--- src/rtl/sobel_pkg.sv ---
// Shared types for the Sobel memory arbiter: FSM states,
// requester ids and the default wait limit.
package sobel_pkg;

    typedef enum logic [1:0] {
        ST_IDLE,
        ST_BUSY,
        ST_DONE
    } arb_state_e;

    typedef enum logic [1:0] {
        REQ_CFG,
        REQ_RD,
        REQ_WR
    } req_id_e;

    localparam logic [7:0] TIMEOUT_DEF = 8'd200;

endpackage

--- src/rtl/access_timer.sv ---
// Wait-cycle counter for one memory access; roll_o flags
// the cycle in which the count would reach limit_i.
module access_timer (
    input  logic       clk,
    input  logic       n_rst,
    input  logic       clear_i,
    input  logic       en_i,
    input  logic [7:0] limit_i,
    output logic       roll_o
);

    logic [7:0] cnt_q;
    logic [7:0] cnt_d;

    assign roll_o = en_i && (cnt_q == limit_i - 8'd1);

    always_comb begin
        cnt_d = cnt_q;
        if (clear_i) begin
            cnt_d = '0;
        end else if (en_i) begin
            cnt_d = roll_o ? 8'd0 : cnt_q + 8'd1;
        end
    end

    always_ff @(posedge clk or negedge n_rst) begin
        if (!n_rst) begin
            cnt_q <= '0;
        end else begin
            cnt_q <= cnt_d;
        end
    end

endmodule

--- src/rtl/sobel_mem_arbiter.sv ---
// Three-way arbiter (cfg > rd/wr round-robin) onto one
// byte-wide memory port, with a bounded wait per access.
module sobel_mem_arbiter
    import sobel_pkg::*;
#(
    parameter int         ADDR_W  = 16,
    parameter logic [7:0] TIMEOUT = TIMEOUT_DEF
) (
    input  logic              clk,
    input  logic              n_rst,
    input  logic              cfg_req,
    input  logic [ADDR_W-1:0] cfg_addr,
    input  logic              rd_req,
    input  logic [ADDR_W-1:0] rd_addr,
    input  logic              wr_req,
    input  logic [ADDR_W-1:0] wr_addr,
    input  logic [7:0]        wr_data,
    input  logic              mem_ready,
    input  logic [7:0]        mem_rdata,
    output logic              mem_read,
    output logic              mem_write,
    output logic [ADDR_W-1:0] mem_addr,
    output logic [7:0]        mem_wdata,
    output logic              cfg_done,
    output logic              rd_done,
    output logic              wr_done,
    output logic [7:0]        rdata,
    output logic              timeout_err
);

    arb_state_e        state_q;
    req_id_e           win_q;
    req_id_e           win_d;
    logic              rr_wr_q;
    logic              any_req;
    logic [ADDR_W-1:0] addr_d;
    logic              tmo;

    logic              mem_read_q;
    logic              mem_write_q;
    logic [ADDR_W-1:0] mem_addr_q;
    logic [7:0]        mem_wdata_q;
    logic              cfg_done_q;
    logic              rd_done_q;
    logic              wr_done_q;
    logic [7:0]        rdata_q;
    logic              terr_q;

    access_timer u_timer (
        .clk     (clk),
        .n_rst   (n_rst),
        .clear_i (state_q == ST_IDLE),
        .en_i    ((state_q == ST_BUSY) && !mem_ready),
        .limit_i (TIMEOUT),
        .roll_o  (tmo)
    );

    // rr_wr_q set means wr wins the next rd/wr tie
    always_comb begin
        any_req = cfg_req | rd_req | wr_req;
        win_d   = REQ_WR;
        if (cfg_req) begin
            win_d = REQ_CFG;
        end else if (rd_req && wr_req) begin
            win_d = rr_wr_q ? REQ_WR : REQ_RD;
        end else if (rd_req) begin
            win_d = REQ_RD;
        end
        unique case (win_d)
            REQ_CFG: addr_d = cfg_addr;
            REQ_RD:  addr_d = rd_addr;
            default: addr_d = wr_addr;
        endcase
    end

    always_ff @(posedge clk or negedge n_rst) begin
        if (!n_rst) begin
            state_q     <= ST_IDLE;
            win_q       <= REQ_CFG;
            rr_wr_q     <= 1'b0;
            mem_read_q  <= 1'b0;
            mem_write_q <= 1'b0;
            mem_addr_q  <= '0;
            mem_wdata_q <= '0;
            cfg_done_q  <= 1'b0;
            rd_done_q   <= 1'b0;
            wr_done_q   <= 1'b0;
            rdata_q     <= '0;
            terr_q      <= 1'b0;
        end else begin
            cfg_done_q <= 1'b0;
            rd_done_q  <= 1'b0;
            wr_done_q  <= 1'b0;
            terr_q     <= 1'b0;
            unique case (state_q)
                ST_IDLE: begin
                    if (any_req) begin
                        win_q       <= win_d;
                        mem_addr_q  <= addr_d;
                        mem_read_q  <= (win_d != REQ_WR);
                        mem_write_q <= (win_d == REQ_WR);
                        if (win_d == REQ_WR) begin
                            mem_wdata_q <= wr_data;
                            rr_wr_q     <= 1'b0;
                        end else if (win_d == REQ_RD) begin
                            rr_wr_q <= 1'b1;
                        end
                        state_q <= ST_BUSY;
                    end
                end
                ST_BUSY: begin
                    if (mem_ready || tmo) begin
                        mem_read_q  <= 1'b0;
                        mem_write_q <= 1'b0;
                        cfg_done_q  <= (win_q == REQ_CFG);
                        rd_done_q   <= (win_q == REQ_RD);
                        wr_done_q   <= (win_q == REQ_WR);
                        terr_q      <= !mem_ready;
                        if (mem_ready && win_q != REQ_WR) begin
                            rdata_q <= mem_rdata;
                        end
                        state_q <= ST_DONE;
                    end
                end
                ST_DONE: state_q <= ST_IDLE;
                default: state_q <= ST_IDLE;
            endcase
        end
    end

    assign mem_read    = mem_read_q;
    assign mem_write   = mem_write_q;
    assign mem_addr    = mem_addr_q;
    assign mem_wdata   = mem_wdata_q;
    assign cfg_done    = cfg_done_q;
    assign rd_done     = rd_done_q;
    assign wr_done     = wr_done_q;
    assign rdata       = rdata_q;
    assign timeout_err = terr_q;

endmodule

--- config.mk ---
export PLATFORM = sky130hd
export DESIGN_NAME = sobel_mem_arbiter
export DESIGN_NICKNAME = d
export VERILOG_FILES = /design/src/rtl/sobel_pkg.sv /design/src/rtl/access_timer.sv /design/src/rtl/sobel_mem_arbiter.sv
export SDC_FILE = /design/constraint.sdc
export NUM_CORES = 1
export LEC_CHECK = 0
export ABC_AREA = 1
export CAP_MARGIN = 25
export CORE_UTILIZATION = 47
export CTS_CLUSTER_DIAMETER = 50
export DETAILED_ROUTE_END_ITERATION = 8
export GPL_ROUTABILITY_DRIVEN = 0
export PLACE_DENSITY_LB_ADDON = 0.2
export SYNTH_ARGS = -nofsm -noshare
export SYNTH_HDL_FRONTEND = slang
export SYNTH_SLANG_ARGS = --single-unit
--- constraint.sdc ---
create_clock -name clk -period 4 [get_ports clk]
set_clock_uncertainty 0.15 [all_clocks]
set_input_delay 0.4 -clock clk [delete_from_list [all_inputs] [get_ports clk]]
set_output_delay 0.4 -clock clk [all_outputs]
set_load 0.05 [all_outputs]
==> metrics.cfg <==
[run_status]
status = finished, final reports clean

[timing]
tns_ns = 0
worstMarginPinSlew_ns = 0.716
fin_ws_ns = 1.61
period_needed_ns = 2.39
setup_viol = 0
rsz0062_at_grt = no
relSlewSlack = 0.523
finalHoldViolCount = 0
fin_crit_sh = 0.597
drv_slew = 0
max_freq_mhz = 419

[power]
powerDensity_mw_per_mm2 = 717
leakagePower_uw = 0.00186
ir_drop_mv = 0.459
power.total_uw = 2760

[synth]
yosysTopAreaCell = dfrtp_1
avgSynthCellArea_sq_um = 8.02
synth-edff-count = 0
yosysMostFrequentCell = nand2_1
ys_ff_latch = 51
synth_top_area_share = 0.483
netlist_instances = 329
yosysSeqAreaShare = 0.483
synth-async-reset-ratio = 1.00
yosysWarnings = 0
synth_nets = 403
syn_area_sq_mm = 0.00264
ys_types = 26
synthTopCellsByArea = dfrtp_1 48%, nand2_1 20%, o21ai_2 5.6%
synth_top_flop_cell = dfrtp_1
synthTopCellsByCount = 142 x nand2_1, 51 x dfrtp_1, 30 x inv_1, 17 x a21oi_1, 17 x o21ai_2

[clock_tree]
htree_levels = 2
ctsResizeCount = 0
cts_tree = done
cts_buffer_depth = 2
root_buffer = clkbuf_8
numCtsBuffers = 5
insertion_delay_ns = 0.30
cts_sinks = 51
clkTransAtPathRegs_ns = 0.09

[die]
core_area_sq_mm = 0.00527
rows = 26
start_util = 0.501
die_w_microns = 76.9
dieArea_sq_mm = 0.00592
die_y_microns = 76.9
ios = 108

[worst_setup_path]
slowest_stage = clkdlybuf4s50_1
worstSetupStartpoint = wr_req
critPathMaxStageDelay_ns = 0.47
cp_cell_sequence = clkdlybuf4s50_1 > inv_1 > o21ai_0 > and2_1 > inv_1 > ha_1 > nor2_8 > a21oi_1 > o21ai_0
critPathCaptureType = register
r2r-start = rr_wr_q$_DFFE_PN0P_
start_kind = input port
cp_max_fo = 17
critPathArrivalTime_ns = 2.46
cp.required_ns = 4.07
critPathKind = input port to register

[routing]
antenna_left = 0
routed_wl_mm = 6.03
drt-pass1-iter-count = 4
drt_iter0_drc = 151
drc = 0
wl_per_cell_microns = 11.9
vias = 2365
viasPerCell = 4.67

[min_path]
worstHoldStart = win_q[0]$_DFFE_PN0P_
worstHoldPathType = register to register

[grt]
met3_usage = 0.0560
grt_pass1_vias = 2277
grt_pass1_wl_mm = 10.0
busiest_layer = met2
track_usage = 0.216
grt_overflow_total = 0
antenna_found_initial = 0
grt_max_degree = 37
met2_usage = 0.380
met1_usage = 0.257

[job]
maxCapViolations = 0

[placement]
port-buffer-count = 107
dpl.hpwl_mm = 4.68
place_ws_ns = 1.28

[finish]
fin_util = 0.731
areaGrowthSynthToFinish_pct = 45.9
drive_gt1_frac = 0.0963
n_antenna_cell = 0
fill_cells = 427
layout.nets = 509

==> registers in the layout (all words and copies together), names as in the netlist <==
name	cells
cfg_done	1
wr_done	1
rd_done	1
mem_write	1
mem_wdata	8
win_q	2
u_timer.cnt_q	8
rr_wr_q	1
mem_read	1
timeout_err	1
state_q	2
mem_addr	16
rdata	8
==> cell type report <==
class / instances / area, sq um / area share
multi-input combinational: 235 / 1150 / 0.299
clock inverter: 3 / 43.8 / 0.0114
clock buffer: 5 / 68.8 / 0.0179
tap: 70 / 87.6 / 0.0227
sequential: 51 / 1280 / 0.331
inverter: 33 / 128 / 0.0331
timing repair buffer: 109 / 1100 / 0.285
==> final timing paths <==
check	to	slack, ns	cells after the start
max in group asynchronous	mem_write$_DFFE_PN0P_	2.71	3
setup reg to reg	mem_addr[1]$_DFFE_PN0P_	1.86	8
hold reg to reg	cfg_done$_DFF_PN0_	0.30	1
setup / recovery	mem_addr[1]$_DFFE_PN0P_	1.61	9
hold / removal	cfg_done$_DFF_PN0_	0.30	1
min in group asynchronous	u_timer.cnt_q[5]$_DFFE_PN0P_	0.45	2
==> worst max-delay path, delay by kind of cell <==
kind | cells | cell delay (ns)
simple gates | 2 | 0.55
fa+ha+maj | 1 | 0.45
buf+inv | 3 | 0.60
compound gates | 3 | 0.46
==> logic make-up after synthesis <==
group,synth area share
adder cells (fa/ha/maj),0.0190
AO/OA/AOI/OAI,0.119
buffers and inverters,0.0806
flip-flops,0.483
AND/OR/NAND/NOR,0.298
==> what timing repair did <==
item                                   4_1_cts  5_1_grt
setup buffers                                0        0
hold buffers                                 1        0
endpoints found under the hold margin       23        0
==> per-stage QoR <==
step           hold slack, ns  std cells  cell area (sq um)
2_1_floorplan         -0.0456        329               2640
3_3_place_gp            0.259        496               3710
3_5_place_dp            0.266        497               3730
4_1_cts                 0.294        506               3850
5_1_grt                 0.309        506               3850
6_report                0.301        506               3850
==> metal layers <==
layer / wire length, microns / up-vias
met5: 0 / -
met4: 99 / 0
met3: 385 / 9
met2: 3070 / 77
met1: 2480 / 1047
li1: - / 1232
==> power breakdown <==
part | leakage [uW] | total (uW) | internal [uW] | switching, uW
clock | 0.0000581 | 358 | 186 | 172
sequential | 0.000652 | 842 | 716 | 126
combinational | 0.00115 | 1560 | 522 | 1040
total | 0.00186 | 2760 | 1420 | 1340
==> cell usage in the layout, fill, tap and decap left out <==
cell and count:
o22ai_1 1, inv_1 30, clkinv_2 2, a21oi_1 17
dfrtp_1 51, clkbuf_8 5, nand3_4 1, inv_4 1
o21ai_2 17, nor2_4 1, ha_1 4, nand2_1 142
inv_2 1, nor2_1 15, nand2_4 2, buf_2 1
nor2_2 2, nor2_8 2, clkdlybuf4s50_1 106, o21ai_1 5
nand2_2 4, buf_12 1, clkinv_4 1, nand4_1 3
and2_1 1, bufinv_16 1, nand3b_1 1, nand3_1 7
o21ai_0 10, dlygate4sd3_1 1
Note: power is estimated with default switching activity, not from simulation.
